`src/rtl/echo_dac_tx_pkg.sv`:
```
// echo_dac_tx_pkg -- shared constants and types for the echo I2S transmitter.
//   Width defaults, the I2S frame length, bit counter width and the
//   transmitter FSM state encoding.
//   lrck_for_bit() maps a bit slot within the frame to the word-select level.
package echo_dac_tx_pkg;

  localparam int SINGLE_DAC_WIDTH_DEF = 19;
  localparam int DAC_DATA_WIDTH_DEF   = 38;
  localparam int SINGLE_ADC_WIDTH_DEF = 16;
  localparam int BCLK_DIV_DEF         = 4;

  // One I2S frame: 16 left slots followed by 16 right slots.
  localparam int FRAME_BITS = 32;
  localparam int BIT_CNT_W  = 5;

  typedef enum logic [0:0] {
    ST_IDLE = 1'b0,
    ST_RUN  = 1'b1
  } tx_state_e;

  // Word select is low for the left half of the frame, high for the right half.
  function automatic logic lrck_for_bit(input logic [BIT_CNT_W-1:0] bit_idx);
    return (bit_idx >= BIT_CNT_W'(FRAME_BITS / 2));
  endfunction

endpackage

```
`src/rtl/echo_dac_tx_if.sv`:
```
// echo_dac_tx_if -- sample handshake between the echo engine and the I2S
// transmitter.
//   Echo_Out  : stereo sample {left, right}, each channel signed
//   echo_Done : Echo_Out is valid this cycle
//   din_ready : transmitter can take a sample this cycle
// master = sample producer, slave = transmitter.
interface echo_dac_tx_if #(
  parameter int DAC_DATA_WIDTH = 38
);
  logic [DAC_DATA_WIDTH-1:0] Echo_Out;
  logic                      echo_Done;
  logic                      din_ready;

  modport master (output Echo_Out, output echo_Done, input din_ready);
  modport slave  (input Echo_Out, input echo_Done, output din_ready);
endinterface

```
`src/rtl/echo_dac_sat.sv`:
```
// echo_dac_sat -- reduces one signed channel from IN_W to OUT_W bits.
//   din_i  : IN_W-bit two's complement sample
//   dout_o : OUT_W-bit two's complement result
// Build option ECHO_DAC_SAT_EN:
//   defined   -> saturate to the OUT_W range (clip to max positive / min negative)
//   undefined -> arithmetic shift right by IN_W-OUT_W (keep the top OUT_W bits)
module echo_dac_sat #(
  parameter int IN_W  = 19,
  parameter int OUT_W = 16
) (
  input  logic [IN_W-1:0]  din_i,
  output logic [OUT_W-1:0] dout_o
);

`ifdef ECHO_DAC_SAT_EN
  // The value fits when every bit from the sign down to bit OUT_W-1 agrees.
  always_comb begin
    dout_o = din_i[OUT_W-1:0];
    if (din_i[IN_W-1:OUT_W-1] == {(IN_W-OUT_W+1){din_i[IN_W-1]}}) begin
      dout_o = din_i[OUT_W-1:0];
    end else if (din_i[IN_W-1]) begin
      dout_o = {1'b1, {(OUT_W-1){1'b0}}};
    end else begin
      dout_o = {1'b0, {(OUT_W-1){1'b1}}};
    end
  end
`else
  // Dropping the low bits is an arithmetic shift: the sign stays in the MSB.
  assign dout_o = din_i[IN_W-1 -: OUT_W];

  logic unused_low_s;
  assign unused_low_s = ^din_i[IN_W-OUT_W-1:0];
`endif

endmodule

```
`src/rtl/echo_dac_tx.sv`:
```
// echo_dac_tx -- I2S transmitter for the echo engine's stereo output.
//   clk         : system clock, all state on its rising edge
//   rst         : synchronous active-high reset (priority over ce)
//   ce          : clock enable, low freezes every register
//   smp         : sample handshake (echo_dac_tx_if.slave: Echo_Out, echo_Done, din_ready)
//   bclk        : I2S bit clock, half period = BCLK_DIV enabled clk cycles
//   lrck        : I2S word select, 0 = left, 1 = right
//   sdata       : I2S serial data, MSB first, one bclk behind lrck
//   frame_start : one-clk pulse whenever a frame is loaded into the shifter
//   underrun    : one-clk pulse when a frame loads with no fresh sample (replay)
// Build option ECHO_DAC_SAT_EN selects saturation instead of shifting in the
// per-channel conversion (see echo_dac_sat).
// 2*SINGLE_ADC_WIDTH must equal the 32-slot frame length.
module echo_dac_tx
  import echo_dac_tx_pkg::*;
#(
  parameter int SINGLE_DAC_WIDTH = SINGLE_DAC_WIDTH_DEF,
  parameter int DAC_DATA_WIDTH   = DAC_DATA_WIDTH_DEF,
  parameter int SINGLE_ADC_WIDTH = SINGLE_ADC_WIDTH_DEF,
  parameter int BCLK_DIV         = BCLK_DIV_DEF
) (
  input  logic          clk,
  input  logic          rst,
  input  logic          ce,
  echo_dac_tx_if.slave  smp,
  output logic          bclk,
  output logic          lrck,
  output logic          sdata,
  output logic          frame_start,
  output logic          underrun
);

  localparam int DIV_W = (BCLK_DIV > 1) ? $clog2(BCLK_DIV) : 1;

  logic [SINGLE_ADC_WIDTH-1:0] left_s;
  logic [SINGLE_ADC_WIDTH-1:0] right_s;
  logic [FRAME_BITS-1:0]       frame_s;
  logic                        din_ready_s;
  logic                        accept_s;
  logic                        bclk_tick_s;
  logic                        fall_s;
  logic                        boundary_s;
  logic                        load_new_s;
  logic [FRAME_BITS-1:0]       load_word_d;

  tx_state_e                   state_q;
  logic [FRAME_BITS-1:0]       hold_q;
  logic                        hold_valid_q;
  logic [FRAME_BITS-1:0]       shift_q;
  logic [DIV_W-1:0]            div_q;
  logic [BIT_CNT_W-1:0]        bit_q;
  logic                        bclk_q;
  logic                        lrck_q;
  logic                        sdata_q;
  logic                        frame_start_q;
  logic                        underrun_q;

  echo_dac_sat #(
    .IN_W  (SINGLE_DAC_WIDTH),
    .OUT_W (SINGLE_ADC_WIDTH)
  ) u_sat_left (
    .din_i  (smp.Echo_Out[DAC_DATA_WIDTH-1 -: SINGLE_DAC_WIDTH]),
    .dout_o (left_s)
  );

  echo_dac_sat #(
    .IN_W  (SINGLE_DAC_WIDTH),
    .OUT_W (SINGLE_ADC_WIDTH)
  ) u_sat_right (
    .din_i  (smp.Echo_Out[SINGLE_DAC_WIDTH-1:0]),
    .dout_o (right_s)
  );

  assign frame_s       = {left_s, right_s};
  assign din_ready_s   = ~hold_valid_q & ce & ~rst;
  assign accept_s      = smp.echo_Done & din_ready_s;
  assign smp.din_ready = din_ready_s;

  assign bclk        = bclk_q;
  assign lrck        = lrck_q;
  assign sdata       = sdata_q;
  assign frame_start = frame_start_q;
  assign underrun    = underrun_q;

  // Bit-clock timing strobes and the word to load at the next frame boundary.
  always_comb begin
    bclk_tick_s = 1'b0;
    load_new_s  = 1'b0;
    // The shifter rotates rather than shifts, so after 32 slots it holds the
    // original frame again: replaying on underrun needs no extra copy.
    load_word_d = {shift_q[FRAME_BITS-2:0], shift_q[FRAME_BITS-1]};
    if ((state_q == ST_RUN) && (div_q == DIV_W'(BCLK_DIV - 1))) begin
      bclk_tick_s = 1'b1;
    end else begin
      bclk_tick_s = 1'b0;
    end
    if (hold_valid_q) begin
      load_word_d = hold_q;
      load_new_s  = 1'b1;
    end else if (accept_s) begin
      // Sample arriving exactly at the boundary skips the holding register.
      load_word_d = frame_s;
      load_new_s  = 1'b1;
    end else begin
      load_new_s  = 1'b0;
    end
  end

  assign fall_s     = bclk_tick_s & bclk_q;
  assign boundary_s = fall_s & (bit_q == BIT_CNT_W'(FRAME_BITS - 1));

  // Transmitter FSM, bit clock generation, serial shifter and holding register.
  always_ff @(posedge clk) begin
    if (rst) begin
      state_q       <= ST_IDLE;
      hold_q        <= {FRAME_BITS{1'b0}};
      hold_valid_q  <= 1'b0;
      shift_q       <= {FRAME_BITS{1'b0}};
      div_q         <= {DIV_W{1'b0}};
      bit_q         <= {BIT_CNT_W{1'b0}};
      bclk_q        <= 1'b0;
      lrck_q        <= 1'b0;
      sdata_q       <= 1'b0;
      frame_start_q <= 1'b0;
      underrun_q    <= 1'b0;
    end else if (ce) begin
      frame_start_q <= 1'b0;
      underrun_q    <= 1'b0;
      case (state_q)
        ST_IDLE: begin
          div_q   <= {DIV_W{1'b0}};
          bit_q   <= {BIT_CNT_W{1'b0}};
          bclk_q  <= 1'b0;
          lrck_q  <= 1'b0;
          sdata_q <= 1'b0;
          if (accept_s) begin
            shift_q       <= frame_s;
            frame_start_q <= 1'b1;
            state_q       <= ST_RUN;
          end else begin
            state_q       <= ST_IDLE;
          end
        end
        ST_RUN: begin
          if (bclk_tick_s) begin
            div_q  <= {DIV_W{1'b0}};
            bclk_q <= ~bclk_q;
          end else begin
            div_q  <= div_q + DIV_W'(1);
          end
          // Data and word select move only on bclk falling edges; the bit
          // leaving the shifter belongs to the previous slot (I2S delay).
          if (fall_s) begin
            sdata_q <= shift_q[FRAME_BITS-1];
            bit_q   <= bit_q + BIT_CNT_W'(1);
            lrck_q  <= lrck_for_bit(bit_q + BIT_CNT_W'(1));
            if (boundary_s) begin
              shift_q       <= load_word_d;
              frame_start_q <= 1'b1;
              underrun_q    <= ~load_new_s;
            end else begin
              shift_q       <= {shift_q[FRAME_BITS-2:0], shift_q[FRAME_BITS-1]};
            end
          end
          if (boundary_s) begin
            hold_valid_q <= 1'b0;
          end else if (accept_s) begin
            hold_q       <= frame_s;
            hold_valid_q <= 1'b1;
          end
        end
        default: begin
          state_q <= ST_IDLE;
        end
      endcase
    end else begin
      frame_start_q <= 1'b0;
      underrun_q    <= 1'b0;
    end
  end

endmodule

```
`src/flat_wrapper.sv`:
```
// flat-port wrapper written by rule: the top's interface ports become plain ports
module echo_dac_tx_flat import echo_dac_tx_pkg::*;
#(
  parameter int SINGLE_DAC_WIDTH = SINGLE_DAC_WIDTH_DEF,
  parameter int DAC_DATA_WIDTH   = DAC_DATA_WIDTH_DEF,
  parameter int SINGLE_ADC_WIDTH = SINGLE_ADC_WIDTH_DEF,
  parameter int BCLK_DIV         = BCLK_DIV_DEF
)
  (clk, rst, ce, bclk, lrck, sdata, frame_start, underrun, smp_Echo_Out, smp_echo_Done, smp_din_ready);
  echo_dac_tx_if #(.DAC_DATA_WIDTH(DAC_DATA_WIDTH)) smp_i ();
  input  logic clk;
  input  logic rst;
  input  logic ce;
  output logic bclk;
  output logic lrck;
  output logic sdata;
  output logic frame_start;
  output logic underrun;
  input wire logic [$bits(smp_i.Echo_Out)-1:0] smp_Echo_Out;
  input wire logic [$bits(smp_i.echo_Done)-1:0] smp_echo_Done;
  output wire logic [$bits(smp_i.din_ready)-1:0] smp_din_ready;
  assign smp_i.Echo_Out = smp_Echo_Out;
  assign smp_i.echo_Done = smp_echo_Done;
  assign smp_din_ready = smp_i.din_ready;
  echo_dac_tx #(.SINGLE_DAC_WIDTH(SINGLE_DAC_WIDTH), .DAC_DATA_WIDTH(DAC_DATA_WIDTH), .SINGLE_ADC_WIDTH(SINGLE_ADC_WIDTH), .BCLK_DIV(BCLK_DIV)) u_core (.clk(clk), .rst(rst), .ce(ce), .smp(smp_i), .bclk(bclk), .lrck(lrck), .sdata(sdata), .frame_start(frame_start), .underrun(underrun));
endmodule
```
`config.mk`:
```
export PLATFORM = sky130hd
export DESIGN_NAME = echo_dac_tx_flat
export DESIGN_NICKNAME = d
export VERILOG_FILES = /design/src/rtl/echo_dac_tx_pkg.sv /design/src/rtl/echo_dac_tx_if.sv /design/src/rtl/echo_dac_sat.sv /design/src/rtl/echo_dac_tx.sv /design/src/flat_wrapper.sv
export SDC_FILE = /design/constraint.sdc
export NUM_CORES = 1
export LEC_CHECK = 0
export ABC_CLOCK_PERIOD_IN_PS = 2100
export CORE_AREA = 2 2 99 101
export DETAILED_ROUTE_END_ITERATION = 8
export DIE_AREA = 0 0 101 103
export PLACE_DENSITY_LB_ADDON = 0.05
export SYNTH_ARGS = -nofsm -noshare
export SYNTH_HDL_FRONTEND = slang
export SYNTH_SLANG_ARGS = --single-unit
```
`constraint.sdc`:
```
create_clock -name clk -period 2.1 [get_ports clk]
set_input_delay 0.42 -clock clk [delete_from_list [all_inputs] [get_ports clk]]
set_output_delay 0.42 -clock clk [all_outputs]
set_load 0.1 [all_outputs]
```
==> impl_metrics.yaml, run 1 <==
routing:
  drc_errors: 0
  ant_nets: 0
  wl_met3_um: 372
  routedWlPerCell_um: 17.2
  routed_via_density: 5.87
  vias: 3468
  route.met2.wl_um: 4660
  met1Wirelength_um: 5030
  drt_pass1_iterations: 4
  maxUsedRoutingLayer: "met4"
  first_iter_violations: 136
  wl_um: 10200
floorplan:
  num_rows: 36
  die_x_um: 101
  start_util_pct: 43.2
  core-area_um2: 9460
  fp.dieH_um: 103
  die-area_um2: 10400
  ios: 48
hold_path:
  hold_depth: 2
  hold_class: "in -> reg"
  hold_path_end: "u_core.lrck"
  hp-start: "rst"
worst_setup_path:
  rr_worst_depth: 8
  cp_data_arrival_time_ns: 1.55
  start_kind: "primary input"
  path_delay_family: "buffers and inverters"
  crit_type: "in -> out"
  critPathMaxFanout: 4
  reg2reg_slack_ns: 0.13
  worstReg2RegStart: "u_core.bit_q[0]"
  crit_chain: "clkdlybuf4s50_1 > buf_4 > nand2b_1 > nor2_2 > buf_12"
  cp.buffers_inverters: 3
  slowest_delay_ns: 0.58
  cpMaxStageDelayCell: "clkdlybuf4s50_1"
  cp-end-kind: "output port"
  critPathRequiredTime_ns: 1.68
  regToRegEndpoint: "u_core.shift_q[8]"
power_and_ir_drop:
  total_power_w: 0.00298
  internal-power_w: 0.00222
  seqPwrFrac_pct: 50.6
  leakage_nw: 1.64
  power.density_nw_per_um2: 612
  p_sw_w: 0.000763
  sw_frac_of_total_pct: 25.6
  ir_drop_mv: 0.320
  combPwrFrac_pct: 12.9
  p_clk_share_pct: 36.5
timing:
  worstMarginPinSlew_ns: 0.557
  final.setup.worst_slack_ns: 0.127
  rsz0062_at_grt: "true"
  clock.fmax_mhz: 507
  fin_skew_ns: 0.0111
  setup_viol: 0
  period_minus_slack_ns: 1.97
  holdWs_ns: 0.378
  slew_viol_final: 0
  fin_crit_sh_pct: 94.0
  hold_violations: 0
  slew_headroom_pct: 62.9
synthesis:
  postSynthCellCount: 438
  ys_ff_latch: 77
  yosys.area.top_type: "dfxtp_1"
  syn_area_per_cell_um2: 9.33
  synthArstFlopShare_pct: 0
  yosysSeqAreaShare_pct: 37.7
  synth_fp_nets: 483
  synth_top_area_share_pct: 37.7
  ys_types: 42
  ys_warn_count: 0
  synth_edf_count: 0
  synth_area_leaders: "dfxtp_1, a221oi_2, nand2_1"
  synth-main-ff-cell: "dfxtp_1"
  yosysMostFrequentCell: "nand2_1"
  yosys-top-cells-count: "nand2_1, dfxtp_1, a21oi_1"
  syn_area_um2: 4090
grt:
  grt_util_all_layers_pct: 20.4
  grt_first_pass_wirelength_um: 16900
  first_global_vias: 3361
  grt_max_degree: 63
  gr-total-overflow: 0
  antenna_found_initial: 0
cells_and_area:
  multi_input_area_um2: 2300
  fin_util_pct: 51.5
  areaGrowthSynthToFinish_pct: 19.1
  drive_above_1_share_pct: 19.9
  final_nets: 518
  diodes: 0
  design_area_um2: 4870
  regArea_um2: 1550
  nFillCells: 926
placed_design:
  io_buffers: 41
  pre_cts_ws_ns: -0.124
  gp_congestion: 0.780
  hpwl_um: 6350
  placed_area_um2: 4670
clocking:
  htreeDepth: 3
  clock-sinks: 77
  ctsLongestPathBuffers: 2
  cts_tree: "yes"
  clk_pin_slew_ns: 0.08
  worstSkewPairLatency_ns: 0.34
  cts-root-buf: "clkbuf_8"
  cts_buffers: 9
outcome:
  status: "completed"
flow_run:
  cap_violations: 0
==> worst max-delay path by stage <==
stage | from | end | slack (ns) | depth (start not counted)
6_report | ce | smp_din_ready | 0.13 | 5
5_1_grt | u_core.bit_q[0] | u_core.shift_q[16] | -0.003 | 8
4_1_cts | u_core.bit_q[0] | u_core.hold_q[13] | 0.07 | 9
3_5_place_dp | ce | u_core.hold_q[13] | -0.12 | 7
3_3_place_gp | ce | u_core.hold_q[9] | -0.07 | 7
2_1_floorplan | rst | smp_din_ready | 0.11 | 3
==> layout make-up <==
cell class,count,area share (%)
Clock inverter,5,1.08
Multi-Input combinational cell,313,47.2
Timing Repair Buffer,68,14.1
Inverter,4,0.308
Clock buffer,10,2.62
Sequential cell,77,31.7
Tap cell,114,2.93
==> state kept, by name (all words and copies together), names as in the netlist <==
register and count:
u_core.hold_q 32, u_core.shift_q 32, u_core.bit_q 4, u_core.div_q 2, u_core.bclk 1, u_core.frame_start 1, u_core.hold_valid_q 1, u_core.lrck 1
u_core.sdata 1, u_core.state_q 1, u_core.underrun 1
==> power by group through the flow <==
stage	sequential, W	combinational (W)	clock (W)
after global routing	0.00151	0.000417	0.00117
final	0.00151	0.000384	0.00109
after global placement	0.00154	0.000383	0
after CTS	0.00151	0.000388	0.00112
after detailed placement	0.00154	0.000387	0
after floorplan	0.00154	0.000239	0
==> stage by stage <==
| stage | TNS (ns) | instances |
|---|---|---|
| 2_1_floorplan | 0 | 438 |
| 3_3_place_gp | -1.86 | 576 |
| 3_5_place_dp | -3.63 | 576 |
| 4_1_cts | 0 | 591 |
| 5_1_grt | -0.00421 | 591 |
| 6_report | 0 | 591 |
==> cell usage in the layout, fill, tap and decap left out, drive strengths merged, types with 2 or more instances in the layout <==
cell type and count:
dfxtp 77, nor3 2, nand2b 2, mux2i 30
clkinv 3, a21oi 40, xor2 3, o22a 31
nand3 3, clkdlybuf4s50 34, o32ai 31, nand2 100
clkbuf 10, o21ai 3, a311oi 2, a22oi 3
buf 34, inv 4, and3 2, nand4 2
nor2 13, a221oi 31, ha 3, nor3b 2
==> per-layer routing <==
metal	vias up	GRT usage, %
met4	0	6.65
met3	10	2.58
met2	67	33.4
li1	1717	-
met5	-	0
met1	1674	28.1
==> kinds of logic after synthesis <==
family	Yosys count	synth area share, %
compound gates	146	32.0
simple gates	131	14.8
xor+xnor	3	0.643
buf+inv	48	6.58
flops	77	37.7
fa+ha+maj	3	0.919
mux	30	7.35
==> what timing repair did <==
| action | CTS | global route |
|---|---|---|
| gates resized for setup | 0 | 5 |
| buffers inserted | 0 | 0 |
| setup endpoints to repair | 0 | 48 |
| hold buffers | 0 | 0 |
(Power assumes the default switching activity.)
==> run 2: changes to the inputs <==
- CTS_BUF_LIST: default -> sky130_fd_sc_hd__clkbuf_4 sky130_fd_sc_hd__clkbuf_8 sky130_fd_sc_hd__clkbuf_16
==> run 2 against run 1 <==
- via count down 0.23%
- maximum frequency down 0.38%
- non-clock buffer count unchanged
- sequential share of layout area about the same
- largest cell class unchanged
==> impl_metrics.yaml, run 2 (synthesized netlist as in run 1, its figures left out) <==
cells_and_area:
  layout_common_cells: "nand2_1, dfxtp_1, a21oi_1"
  drive_above_1_share_pct: 20.1
  nFillCells: 923
  diodes: 0
  final_nets: 518
  mostFrequentLayoutCell: "nand2_1"
  areaGrowthSynthToFinish_pct: 19.2
  top_regs: "u_core.hold_q: 32 flops, u_core.shift_q: 32 flops, u_core.bit_q: 4 flops"
placed_design:
  hpwl_um: 6350
  pre_cts_ws_ns: -0.124
  io_buffers: 41
  gp_congestion: 0.780
floorplan:
  die_x_um: 101
  die-area_um2: 10400
  core-area_um2: 9460
  start_util_pct: 43.2
  num_rows: 36
  ios: 48
  fp.dieH_um: 103
routing:
  first_iter_violations: 139
  routed_via_density: 5.85
  vias: 3460
  routedWlPerCell_um: 17.2
  drc_errors: 0
  wl_um: 10200
  drt_pass1_iterations: 4
  ant_nets: 0
timing:
  slew_headroom_pct: 63.3
  worstMarginPinSlew_ns: 0.551
  hold_violations: 0
  fin_skew_ns: 0.0103
  period_minus_slack_ns: 1.98
  setup_viol: 0
  final.setup.worst_slack_ns: 0.119
  rsz0062_at_grt: "true"
  clock.fmax_mhz: 505
  slew_viol_final: 0
  fin_crit_sh_pct: 94.3
  holdWs_ns: 0.377
grt:
  grt_max_degree: 63
  grt_util_met3_pct: 2.58
  grt_util_met2_pct: 33.3
  top_usage_layer: "met2"
  antenna_found_initial: 0
  first_global_vias: 3354
  gr-total-overflow: 0
  use_met1_pct: 28.1
  grt_util_all_layers_pct: 20.4
  grt_first_pass_wirelength_um: 16800
clocking:
  clk_pin_slew_ns: 0.08
  cts_buffers: 9
  htreeDepth: 3
  worstSkewPairLatency_ns: 0.34
  cts-root-buf: "clkbuf_8"
  cts_hold_buffers: 0
  ctsLongestPathBuffers: 2
  cts_tree: "yes"
  clock-sinks: 77
worst_setup_path:
  worstReg2RegStart: "u_core.bit_q[0]"
  cpMostUsedCell: "ha_1"
  cp.buffers_inverters: 1
  crit_type: "reg -> reg"
  cpMaxStageDelayCell: "dfxtp_2"
  rr_worst_depth: 8
  path_delay_family: "compound AO/OA/AOI/OAI gates"
  slowest_delay_ns: 0.37
  start_kind: "register"
  startpoint: "u_core.bit_q[0]"
  reg2reg_slack_ns: 0.12
  critPathRequiredTime_ns: 2.35
  crit_chain: "ha_1 > and3_1 > ha_1 > nand4_2 > a21oi_4 > buf_12 > o32ai_1 > a221oi_2"
  regToRegEndpoint: "u_core.shift_q[8]"
  cp_data_arrival_time_ns: 2.23
  critPathMaxFanout: 23
  cp-end-kind: "register"
power_and_ir_drop:
  combPwrFrac_pct: 12.8
  internal-power_w: 0.00223
  p_sw_w: 0.000763
  sw_frac_of_total_pct: 25.5
  power.density_nw_per_um2: 614
  ir_drop_mv: 0.319
  p_clk_share_pct: 36.8
  leakage_nw: 1.64
  seqPwrFrac_pct: 50.4
outcome:
  status: "completed"
hold_path:
  hold_path_end: "u_core.lrck"
  hold_class: "in -> reg"
  hold_depth: 2
  hp-start: "rst"
flow_run:
  cap_violations: 0
==> run 2: worst max path at each step <==
stage	to	slack [ns]	cells after the start
after floorplan	smp_din_ready	0.11	3
after global routing	u_core.shift_q[16]	-0.003	8
after CTS	u_core.hold_q[13]	0.07	9
after global placement	u_core.hold_q[9]	-0.07	7
after detailed placement	u_core.hold_q[13]	-0.12	7
final	u_core.shift_q[8]	0.12	8
==> run 2: layout make-up <==
class	instances	area [µm²]	share of cell area, %
timing repair buffer	68	688	14.1
clock inverter	5	52.6	1.08
clock buffer	10	131	2.70
inverter	4	15.0	0.308
sequential	77	1550	31.7
multi-input combinational	313	2300	47.1
tap	114	143	2.93
==> run 2: per-stage QoR <==
step	cell area (µm²)	total power [W]	cells	TNS [ns]	utilization, %
after CTS	4850	0.00303	591	0	51.3
after global routing	4870	0.00312	591	-0.00421	51.5
final	4870	0.00299	591	0	51.5
after floorplan	4090	0.00177	438	0	-
after global placement	4670	0.00192	576	-1.86	49.4
after detailed placement	4670	0.00193	576	-3.63	49.4
==> run 2: power by group through the flow <==
stage | registers [W] | clock network, W | logic (W)
2_1_floorplan | 0.00154 | 0 | 0.000239
6_report | 0.00151 | 0.00110 | 0.000384
3_3_place_gp | 0.00154 | 0 | 0.000383
3_5_place_dp | 0.00154 | 0 | 0.000387
4_1_cts | 0.00151 | 0.00113 | 0.000388
5_1_grt | 0.00151 | 0.00119 | 0.000417
==> run 2: timing repair <==
item / CTS / global route
buffers inserted: 0 / 0
gates resized for setup: 0 / 5
setup endpoints to repair: 0 / 48
==> run 2: worst register-to-register path, stage by stage, from the launching register on <==
cell and delay, ns:
dfxtp_2 0.37, ha_1 0.17, and3_1 0.17, ha_1 0.20, nand4_2 0.20, a21oi_4 0.22, buf_12 0.19, o32ai_1 0.12
a221oi_2 0.24
==> run 2: per-layer routing <==
metal,part of all wire [%],up-vias
met5,0,-
met4,1.2,0
met3,3.5,10
met2,46,61
met1,49,1671
li1,-,1718
==> run 3: changes to the inputs <==
- CORE_AREA: 2 2 99 101 -> 2 2 114 88
- DIE_AREA: 0 0 101 103 -> 0 0 116 90
- PLACE_DENSITY: default -> 0.65
- PLACE_DENSITY_LB_ADDON: 0.05 -> default
==> run 3 against run 2 <==
- via count grew 2.3%
- sequential cell count is the same
- worst hold slack gained 0.023 ns
- clock power grew 59%
- critical path depth shrank 3
- maximum frequency shrank 2.1%
- final area grew 3.8%
- worst setup slack lost 0.042 ns
- register-to-register slack is essentially flat
- highest routed layer unchanged
==> impl_metrics.yaml, run 3 (synthesized netlist as in run 1, its figures left out) <==
timing:
  slew_headroom_pct: 47.2
  final.setup.worst_slack_ns: 0.0770
  worstMarginPinSlew_ns: 0.792
  setup_viol: 0
  rsz0062_at_grt: "false"
  clock.fmax_mhz: 494
  slew_viol_final: 0
  fin_crit_sh_pct: 96.3
  hold_violations: 0
  period_minus_slack_ns: 2.02
  fin_skew_ns: 0.0101
  holdWs_ns: 0.400
routing:
  ant_nets: 0
  drt_pass1_iterations: 5
  wl_um: 10700
  routed_via_density: 5.79
  vias: 3540
  routedWlPerCell_um: 17.6
  first_iter_violations: 248
  drc_errors: 0
cells_and_area:
  diodes: 0
  mostFrequentLayoutCell: "nand2_1"
  areaGrowthSynthToFinish_pct: 23.7
  top_regs: "u_core.hold_q: 32 flops, u_core.shift_q: 32 flops, u_core.bit_q: 4 flops"
  nFillCells: 853
  final_nets: 519
  drive_above_1_share_pct: 19.8
  fin_util_pct: 53.9
  multi_input_area_um2: 2300
  regArea_um2: 1540
  layout_common_cells: "nand2_1, dfxtp_1, a21oi_1"
clocking:
  htreeDepth: 3
  cts_buffers: 9
  cts-root-buf: "clkbuf_16"
  cts_tree: "yes"
  cts_hold_buffers: 0
  clock-sinks: 77
  ctsLongestPathBuffers: 2
  clk_pin_slew_ns: 0.05
  worstSkewPairLatency_ns: 0.35
  cts_setup_buffers: 0
floorplan:
  core-area_um2: 9390
  die-area_um2: 10400
  ios: 48
  fp.dieH_um: 90
  die_x_um: 116
  num_rows: 31
  start_util_pct: 43.5
grt:
  antenna_found_initial: 0
  gr-total-overflow: 0
  grt_util_all_layers_pct: 21.6
  grt_max_degree: 59
  first_global_vias: 3599
  grt_first_pass_wirelength_um: 17800
flow_run:
  cap_violations: 0
placed_design:
  io_buffers: 41
  gp_congestion: 0.824
  hpwl_um: 6600
  pre_cts_ws_ns: -0.0866
worst_setup_path:
  crit_type: "in -> out"
  critPathRequiredTime_ns: 1.68
  critPathMaxFanout: 3
  cp-end-kind: "output port"
  start_kind: "primary input"
  reg2reg_slack_ns: 0.12
  cp_data_arrival_time_ns: 1.60
power_and_ir_drop:
  combPwrFrac_pct: 10.6
  seqPwrFrac_pct: 41.4
  total_power_w: 0.00365
  p_sw_w: 0.000837
  ir_drop_mv: 0.490
  internal-power_w: 0.00281
  power.density_nw_per_um2: 721
  sw_frac_of_total_pct: 22.9
  leakage_nw: 1.72
  p_clk_share_pct: 48.0
outcome:
  status: "completed"
hold_path:
  hold_class: "in -> reg"
## run 3: worst paths after layout
check	from	cells after the start	endpoint
worst max register to register	u_core.bit_q[0]	8	u_core.hold_q[28]
worst max-delay path	ce	5	smp_din_ready
worst min-delay path	rst	2	u_core.sdata
worst min register to register	u_core.hold_q[23]	2	u_core.hold_q[23]
## run 3: layer usage
layer	share of wire (%)	up-vias	wire (µm)	GRT usage [%]
met4	1.3	0	141	8.93
met2	44	92	4700	31.1
met3	4.5	12	484	5.06
li1	-	1717	-	-
met5	0	-	0	0
met1	50	1719	5400	30.8
## run 3: final cells by class
type                       instances  area share, %
clock buffer                      13           5.30
clock inverter                     3           1.34
timing repair buffer              69           13.9
inverter                           4          0.297
tap                              132           3.27
multi-input combinational        313           45.4
sequential                        77           30.5
## run 3: repair_timing
action | in CTS | in global routing
resized for setup | 0 | 1
hold endpoints to repair | 0 | 0
setup endpoints to repair | 0 | 1
## run 3: through the flow
step / area (µm²) / instances / TNS, ns
6_report: 5060 / 611 / 0
5_1_grt: 5060 / 611 / 0
4_1_cts: 5050 / 611 / 0
3_5_place_dp: 4710 / 595 / -2.91
3_3_place_gp: 4710 / 595 / -1.45
2_1_floorplan: 4090 / 438 / 0
## run 3: worst max-delay path: stages
cell and delay, ns:
clkdlybuf4s50_1 0.58, buf_4 0.16, nand2b_1 0.09, nor2_2 0.15, buf_12 0.19
## run 3: power by group through the flow
stage	Clock [W]	Sequential (W)	Combinational (W)
final	0.00175	0.00151	0.000386
after global routing	0.00184	0.00151	0.000415
after CTS	0.00178	0.00151	0.000386
after detailed placement	0	0.00154	0.000384
after global placement	0	0.00154	0.000376
after floorplan	0	0.00154	0.000239
